## config.mk

```make
export PLATFORM = sky130hd
export DESIGN_NAME = enemy_hit_judge
export DESIGN_NICKNAME = d
export VERILOG_FILES = /design/src/rtl/enemy_hit_judge.sv
export SDC_FILE = /design/constraint.sdc
export NUM_CORES = 1
export LEC_CHECK = 0
export CAP_MARGIN = 25
export CORE_ASPECT_RATIO = 2
export CORE_MARGIN = 3
export CORE_UTILIZATION = 35
export DETAILED_ROUTE_END_ITERATION = 8
export SKIP_CTS_REPAIR_TIMING = 1
export SYNTH_ARGS = -nofsm -noshare
export SYNTH_HDL_FRONTEND = slang
export SYNTH_SLANG_ARGS = --single-unit
```

## constraint.sdc

```tcl
create_clock -name clk -period 5 [get_ports clk]
set_input_delay 1 -clock clk [delete_from_list [all_inputs] [get_ports clk]]
set_output_delay 1 -clock clk [all_outputs]
set_load 0.01 [all_outputs]
```

## src/rtl/enemy_hit_judge.sv

```systemverilog
// Bullet/enemy collision judge: drives the explosion, hidden and respawn sequence and counts kills.
// Optional kill counter is built when ENEMY_HIT_SCORE_EN is defined; otherwise score is tied to zero.
module enemy_hit_judge #(
    parameter int ENEMY_W       = 50,
    parameter int ENEMY_H       = 50,
    parameter int BULLET_W      = 4,
    parameter int BULLET_H      = 8,
    parameter int BOOM_TICKS    = 255,
    parameter int RESPAWN_TICKS = 64
) (
    input  logic        clk,
    input  logic        rst,
    input  logic        move_tick,
    input  logic        bullet_valid,
    input  logic [9:0]  bullet_x,
    input  logic [9:0]  bullet_y,
    input  logic [9:0]  enemy_x,
    input  logic [9:0]  enemy_y,
    input  logic        enemy_exist,
    output logic        boom,
    output logic        revive,
    output logic        hit_ack,
    output logic [15:0] score
);

    localparam logic [1:0] ALIVE  = 2'd0;
    localparam logic [1:0] HIT    = 2'd1;
    localparam logic [1:0] DEAD   = 2'd2;
    localparam logic [1:0] REVIVE = 2'd3;

    localparam logic [10:0] EW = 11'(ENEMY_W);
    localparam logic [10:0] EH = 11'(ENEMY_H);
    localparam logic [10:0] BW = 11'(BULLET_W);
    localparam logic [10:0] BH = 11'(BULLET_H);

    localparam logic [7:0] BOOM_LAST    = 8'(BOOM_TICKS - 1);
    localparam logic [7:0] RESPAWN_LAST = 8'(RESPAWN_TICKS - 1);

    logic [1:0]  state;
    logic [7:0]  cnt;
    logic [10:0] bx, by, ex, ey;
    logic        overlap;
    logic        hit_now;

    // 11-bit operands so that box edges past pixel 1023 do not wrap around
    assign bx = {1'b0, bullet_x};
    assign by = {1'b0, bullet_y};
    assign ex = {1'b0, enemy_x};
    assign ey = {1'b0, enemy_y};

    assign overlap = (bx < ex + EW) && (ex < bx + BW) &&
                     (by < ey + EH) && (ey < by + BH);

    assign hit_now = (state == ALIVE) && bullet_valid && enemy_exist && overlap;

    always_ff @(posedge clk or posedge rst) begin
        if (rst) begin
            state   <= ALIVE;
            cnt     <= '0;
            boom    <= 1'b0;
            revive  <= 1'b0;
            hit_ack <= 1'b0;
        end else begin
            hit_ack <= 1'b0;
            case (state)
                ALIVE: begin
                    boom   <= 1'b0;
                    revive <= 1'b0;
                    if (hit_now) begin
                        state   <= HIT;
                        cnt     <= '0;
                        boom    <= 1'b1;
                        hit_ack <= 1'b1;
                    end
                end
                HIT: begin
                    if (move_tick) begin
                        if (cnt == BOOM_LAST) begin
                            state <= DEAD;
                            cnt   <= '0;
                        end else begin
                            cnt <= cnt + 8'd1;
                        end
                    end
                end
                DEAD: begin
                    if (move_tick) begin
                        if (cnt == RESPAWN_LAST) begin
                            state  <= REVIVE;
                            cnt    <= '0;
                            boom   <= 1'b0;
                            revive <= 1'b1;
                        end else begin
                            cnt <= cnt + 8'd1;
                        end
                    end
                end
                REVIVE: begin
                    // revive held across two move ticks: enemy clears explosion, then reloads position
                    if (move_tick) begin
                        if (cnt == 8'd1) begin
                            state  <= ALIVE;
                            cnt    <= '0;
                            revive <= 1'b0;
                        end else begin
                            cnt <= cnt + 8'd1;
                        end
                    end
                end
                default: begin
                    state  <= ALIVE;
                    cnt    <= '0;
                    boom   <= 1'b0;
                    revive <= 1'b0;
                end
            endcase
        end
    end

`ifdef ENEMY_HIT_SCORE_EN
    logic [15:0] score_q;

    always_ff @(posedge clk or posedge rst) begin
        if (rst) begin
            score_q <= '0;
        end else if (hit_now && (score_q != 16'hFFFF)) begin
            score_q <= score_q + 16'd1;
        end
    end

    assign score = score_q;
`else
    assign score = '0;
`endif

endmodule

```

Yosys cells after proc, flatten, opt, wreduce, memory -nomap -nowiden
Cells that the tools add are included.

word-level totals
  bits in registers = 13
  input port bits = 45
  output and inout bits = 19
  logic and storage cells = 66

cells by class
  add/subtract/negate cells = 5
  order comparisons = 4
  eq/ne operators = 13
  multiplexer cells = 26
  reductions and logical operators = 13

operators with widths
  kind                   count
  $mux 8                 7
  $lt 10x11->1           4
  $pmux 8 s4             1
  $add 10x6->11 const B  2
  $mux 2                 7
  $ne 2x2->1 const B     7
  $add 10x3->11 const B  1
  $add 10x4->11 const B  1
  $add 8x1->8 const B    1
  $eq 8x1->1 const B     1
  $eq 8x6->1 const B     1
  $eq 8x8->1 const B     1
  $mux 1                 8
  $pmux 2 s4             1
  $reduce_and 7->1       1
  $logic_and 1x1->1      6
  $reduce_and 5->1       1
  $eq 2x2->1 const B     2
  $reduce_and 4->1       1
  $pmux 1 s3             1
  $reduce_and 3->1       1
  $reduce_bool 3->1      1
  $eq 2x1->1 const B     1
  $logic_not 2->1        1
  2 further kinds        2

Logic depth before layout (Yosys ltp)
  word-level depth = 8
  depth in mapped cells = 13
  mapped depth without buffers = 13

Least setup slack after synthesis
No wires, ideal clock.

  path type = in2reg
  from = in enemy_y[1]
  to = reg state[1]
  setup time = 128 ps
  arrival = 3103 ps
  required time = 4872 ps
  setup slack = 1769 ps
  cell stages on the path = 10
  path buffers = 0
  cell sequence = a311o_2 > nand3_1 > xor2_1 > ha_1 > a21oi_1 > and3b_1 > nor4_4 > nand4_4 > a21oi_2 > mux2_1

on the way
  word-level cells in the longest chain between the ends = 7
  elaborated cells on any way between the ends = 8
  classes of those cells = add/sub: 1; order compare: 2; eq/ne: 1; reduce/logical: 4

RTL lines
  element                                RTL line  source
  start: declaration                     18        input logic [9:0] enemy_y,
  $add 10x6->11                          52        (by < ey + EH) && (ey < by + BH);
  $lt 10x11->1                           52
  $logic_and 1x1->1                      51        assign overlap = (bx < ex + EW) && (ex < bx + BW) &&
  $logic_and 1x1->1 (*)                  52
  $logic_and 1x1->1 (*)                  54        assign hit_now = (state == ALIVE) && bullet_valid && enemy_exist && overlap;
  $ne 2x2->1 (no source line) (*)        -
  $reduce_and 7->1 (no source line) (*)  -
  end signal: assignment                 58        state <= ALIVE;
  end signal: assignment                 70        state <= HIT;
  end signal: assignment                 79        state <= DEAD;
  end: declaration                       39        logic [1:0] state;

Mark *: on every way between the ends. The rest lies on a longest branch, timed or not.
A chain may end at the register's enable or synchronous reset.

Final worst setup path
  from = in enemy_x[3]
  to = reg state[1]

on the way
  word-level cells in the longest chain between the ends = 8
  elaborated cells on any way between the ends = 9
  classes of those cells = add/sub: 1; order compare: 2; eq/ne: 1; reduce/logical: 5

RTL lines
  element                                RTL line  source
  start: declaration                     17        input logic [9:0] enemy_x,
  $add 10x6->11                          51
  $lt 10x11->1                           51
  $logic_and 1x1->1 (*) (2 in a row)     51
  $logic_and 1x1->1 (*)                  52
  $logic_and 1x1->1 (*)                  54
  $ne 2x2->1 (no source line) (*)        -
  $reduce_and 7->1 (no source line) (*)  -

Marks and branches as above.

==> impl_results.md <==
* Status: finished clean
* DR vias at 2070
* Die area at 0.00755 sq mm
* Post-route DRC at 0
* Min Clock Period, post-route at 3750 ps
* Clock root buffer master: clkbuf_16
* Final Hold Viols at 0
* Post-DRT Antenna Nets at 0
* CP arrival at 3880 ps
* VDD IR max at 0.000105 V
* RSZ-0062 raised after global routing: no
* Placed cell count at 398
* Post-route cell area at 0.00285 sq mm
* Worst skew pair latency at 240 ps
* Yosys cell types at 50
* Num Clock Sinks at 13
* Rows at 40
* CTS tree: yes
* Met3 GRT Util at 0.749%
* Gate power share at 58.1%
* Largest net degree at the start of global routing at 14
* N_diodes at 0
* Reg area at 325 sq um
* Measured slew at the worst slew-check pin at 577 ps
* Sequential cell area fraction in the yosys report at 14.3%
* 1st-iter DRT viols at 147
* Layout filler cell count at 643
* GR peak layer: met2
* Total CTS buffers at 3
* MaxCap Viol Count at 0
* CTS Buffer Depth at 2
* Ys Warns at 0
* Yosys top cell area share at 25.9%
* WS Path Type: in -> reg
* Drt pass-1 iters at 4
* Vias per cell at 5.15
* First-pass GRT wire length at 9020 um
* Sequential Power Share at 21.5%
* Synth top area cells: ha_1 26%, dfrtp_1 14%, xnor2_1 5.4%
* I/O Buffers at 47
* Crit share post-route at 75.1%
* Layout Cells excl Fill at 402
* Antenna violations before repair at 0
* Core Area at 0.00616 sq mm
* Drt wl/cell at 13.4 um
* Slew margin rel. at 61.4%
* Initial Utilization at 36.9%
* Area of the multi-input gates at 0.00182 sq mm
* Share of cells above drive strength 1 at 5.66%
* Die height at 120 um
* Net Sw Power at 320 uW
* Clock-pin slew on the worst setup and hold paths at 50 ps
* Die span in x at 63.0 um
* Switching share of power at 42.7%
* CP required at 5120 ps
* Worst setup SP type: primary input
* Avg Inst Size Synth at 8.38 sq um
* CP Max Fanout at 5
* Pwr dens at 263 mW/mm^2
* Gpl congestion at 0.803
* Register bit count reported by yosys at 13
* Leakage at 1.26 nW
* TNS Setup at 0 ps
* Fmax at 266 MHz
* Clock power frac at 20.5%
* Hold Crit Class: reg -> reg
* Total Wirelength at 5380 um
* H-tree levels at 1
* Layout overhead on the synthesized area at 25.4%
* Grt met1 use at 13.9%
* IO Count at 64
* Clk_skew at 0.318 ps
* Post-synthesis cell area at 0.00227 sq mm
* Post-synth top area cell: ha_1
* Post-DP HPWL at 4820 um
* Vias in the first global route at 2076
* Cells after Synth at 271
* CP Capture Type: flip-flop
* Cell Int Power at 429 uW
* Total track usage at 14.5%
* Area after DPL at 0.00277 sq mm
* Final Max Tran Viols at 0
* GRT overflow at 0
* Met2 usage at 31.0%
* Nets@finish at 411
* Setup Viol. Count Final at 0
-- worst paths after layout --
kind | depth (start not counted) | slack (ps) | endpoint | startpoint
worst min-delay path | 1 | 500 | revive | revive
worst max register to register | 8 | 2500 | cnt[7] | cnt[0]
worst min register to register | 1 | 500 | revive | revive
min in group asynchronous | 2 | 1100 | hit_ack | rst
max in group asynchronous | 2 | 3550 | cnt[0] | rst
worst max-delay path | 12 | 1250 | state[1] | enemy_x[3]
-- state kept, by name, summed over array words and instances, names as in the netlist --
signal	cells
cnt	8
boom	1
state	2
hit_ack	1
revive	1
-- logic make-up (layout without fill, tap and decap cells) --
logic type               after synthesis  count (layout)  synth area share [%]
XOR/XNOR                              25              25                  9.64
AND/OR/NAND/NOR                       99              99                  25.8
adder cells (fa/ha/maj)               47              47                  25.9
other                                  1              16                 0.165
AO/OA/AOI/OAI                         52              52                  15.5
flip-flops                            13              13                  14.3
buffers and inverters                 33              65                  8.20
multiplexers                           1               1                 0.496
-- routing by layer --
layer  part of all wire, %  vias to the layer above
li1                      -                     1061
met1                    34                      936
met2                    60                       60
met3                   3.3                       13
met4                   2.8                        0
met5                     0                        -
-- cells in the mapped netlist (all sizes together) --
master   n
mux2     1
ha      47
nand2b  11
xnor2   14
a21o     4
inv     14
a221o    1
nand3b   2
a311o    1
buf     18
o21ai    7
a31oi    9
nor2b    2
nand3   25
o22a     1
conb     1
a31o     1
a221oi   1
dfrtp   13
a21oi   21
a22oi    1
or2      1
or3      1
nand4   12
o31ai    1
nand2   13
a311oi   1
nor3     2
or4b     1
a41oi    1
o32a     1
o41ai    1
clkbuf   1
and4     2
xor2    11
nor2    15
nor4     2
and3b    2
and3     8
-- cell usage in the layout (no fill, tap or decap), drive strengths merged, types with 12 or more instances in the layout --
cell type      instances
a21oi                 21
clkdlybuf4s50         47
conb                  16
dfrtp                 13
ha                    47
inv                   14
nand2                 13
nand3                 25
nand4                 12
nor2                  15
xnor2                 14
-- critical path, cell delays in order --
cell and delay (ps):
clkdlybuf4s50_1 490, a311oi_1 560, nor2_1 130, xnor2_1 150
ha_1 290, a21o_1 160, a21oi_1 130, nor2_1 80
nor4_4 190, nand4_4 180, a21oi_2 200, mux2_1 330
-- final cells by class --
cell class	instances	area share (%)
clock buffers	4	2.77
flip-flops and latches	13	11.4
well taps	84	3.69
repair buffers	47	16.5
inverters	14	1.84
multi-input cells	240	63.8
-- metrics by stage --
stage	power, mW	setup WS (ps)	hold WS [ps]	util (%)
5_1_grt	0.822	1030	529	46.3
3_3_place_gp	0.597	1060	490	45.0
2_1_floorplan	0.474	1770	510	-
4_1_cts	0.756	1230	508	46.3
6_report	0.749	1250	495	46.3
3_5_place_dp	0.601	978	503	45.0
-- power by group through the flow --
stage               clock network [mW]  logic (mW)  registers [mW]
global route                     0.160       0.496           0.166
global placement                     0       0.434           0.162
detailed placement                   0       0.439           0.162
CTS                              0.154       0.442           0.161
finish                           0.153       0.435           0.161
floorplan                            0       0.318           0.156
(Power assumes the default switching activity.)
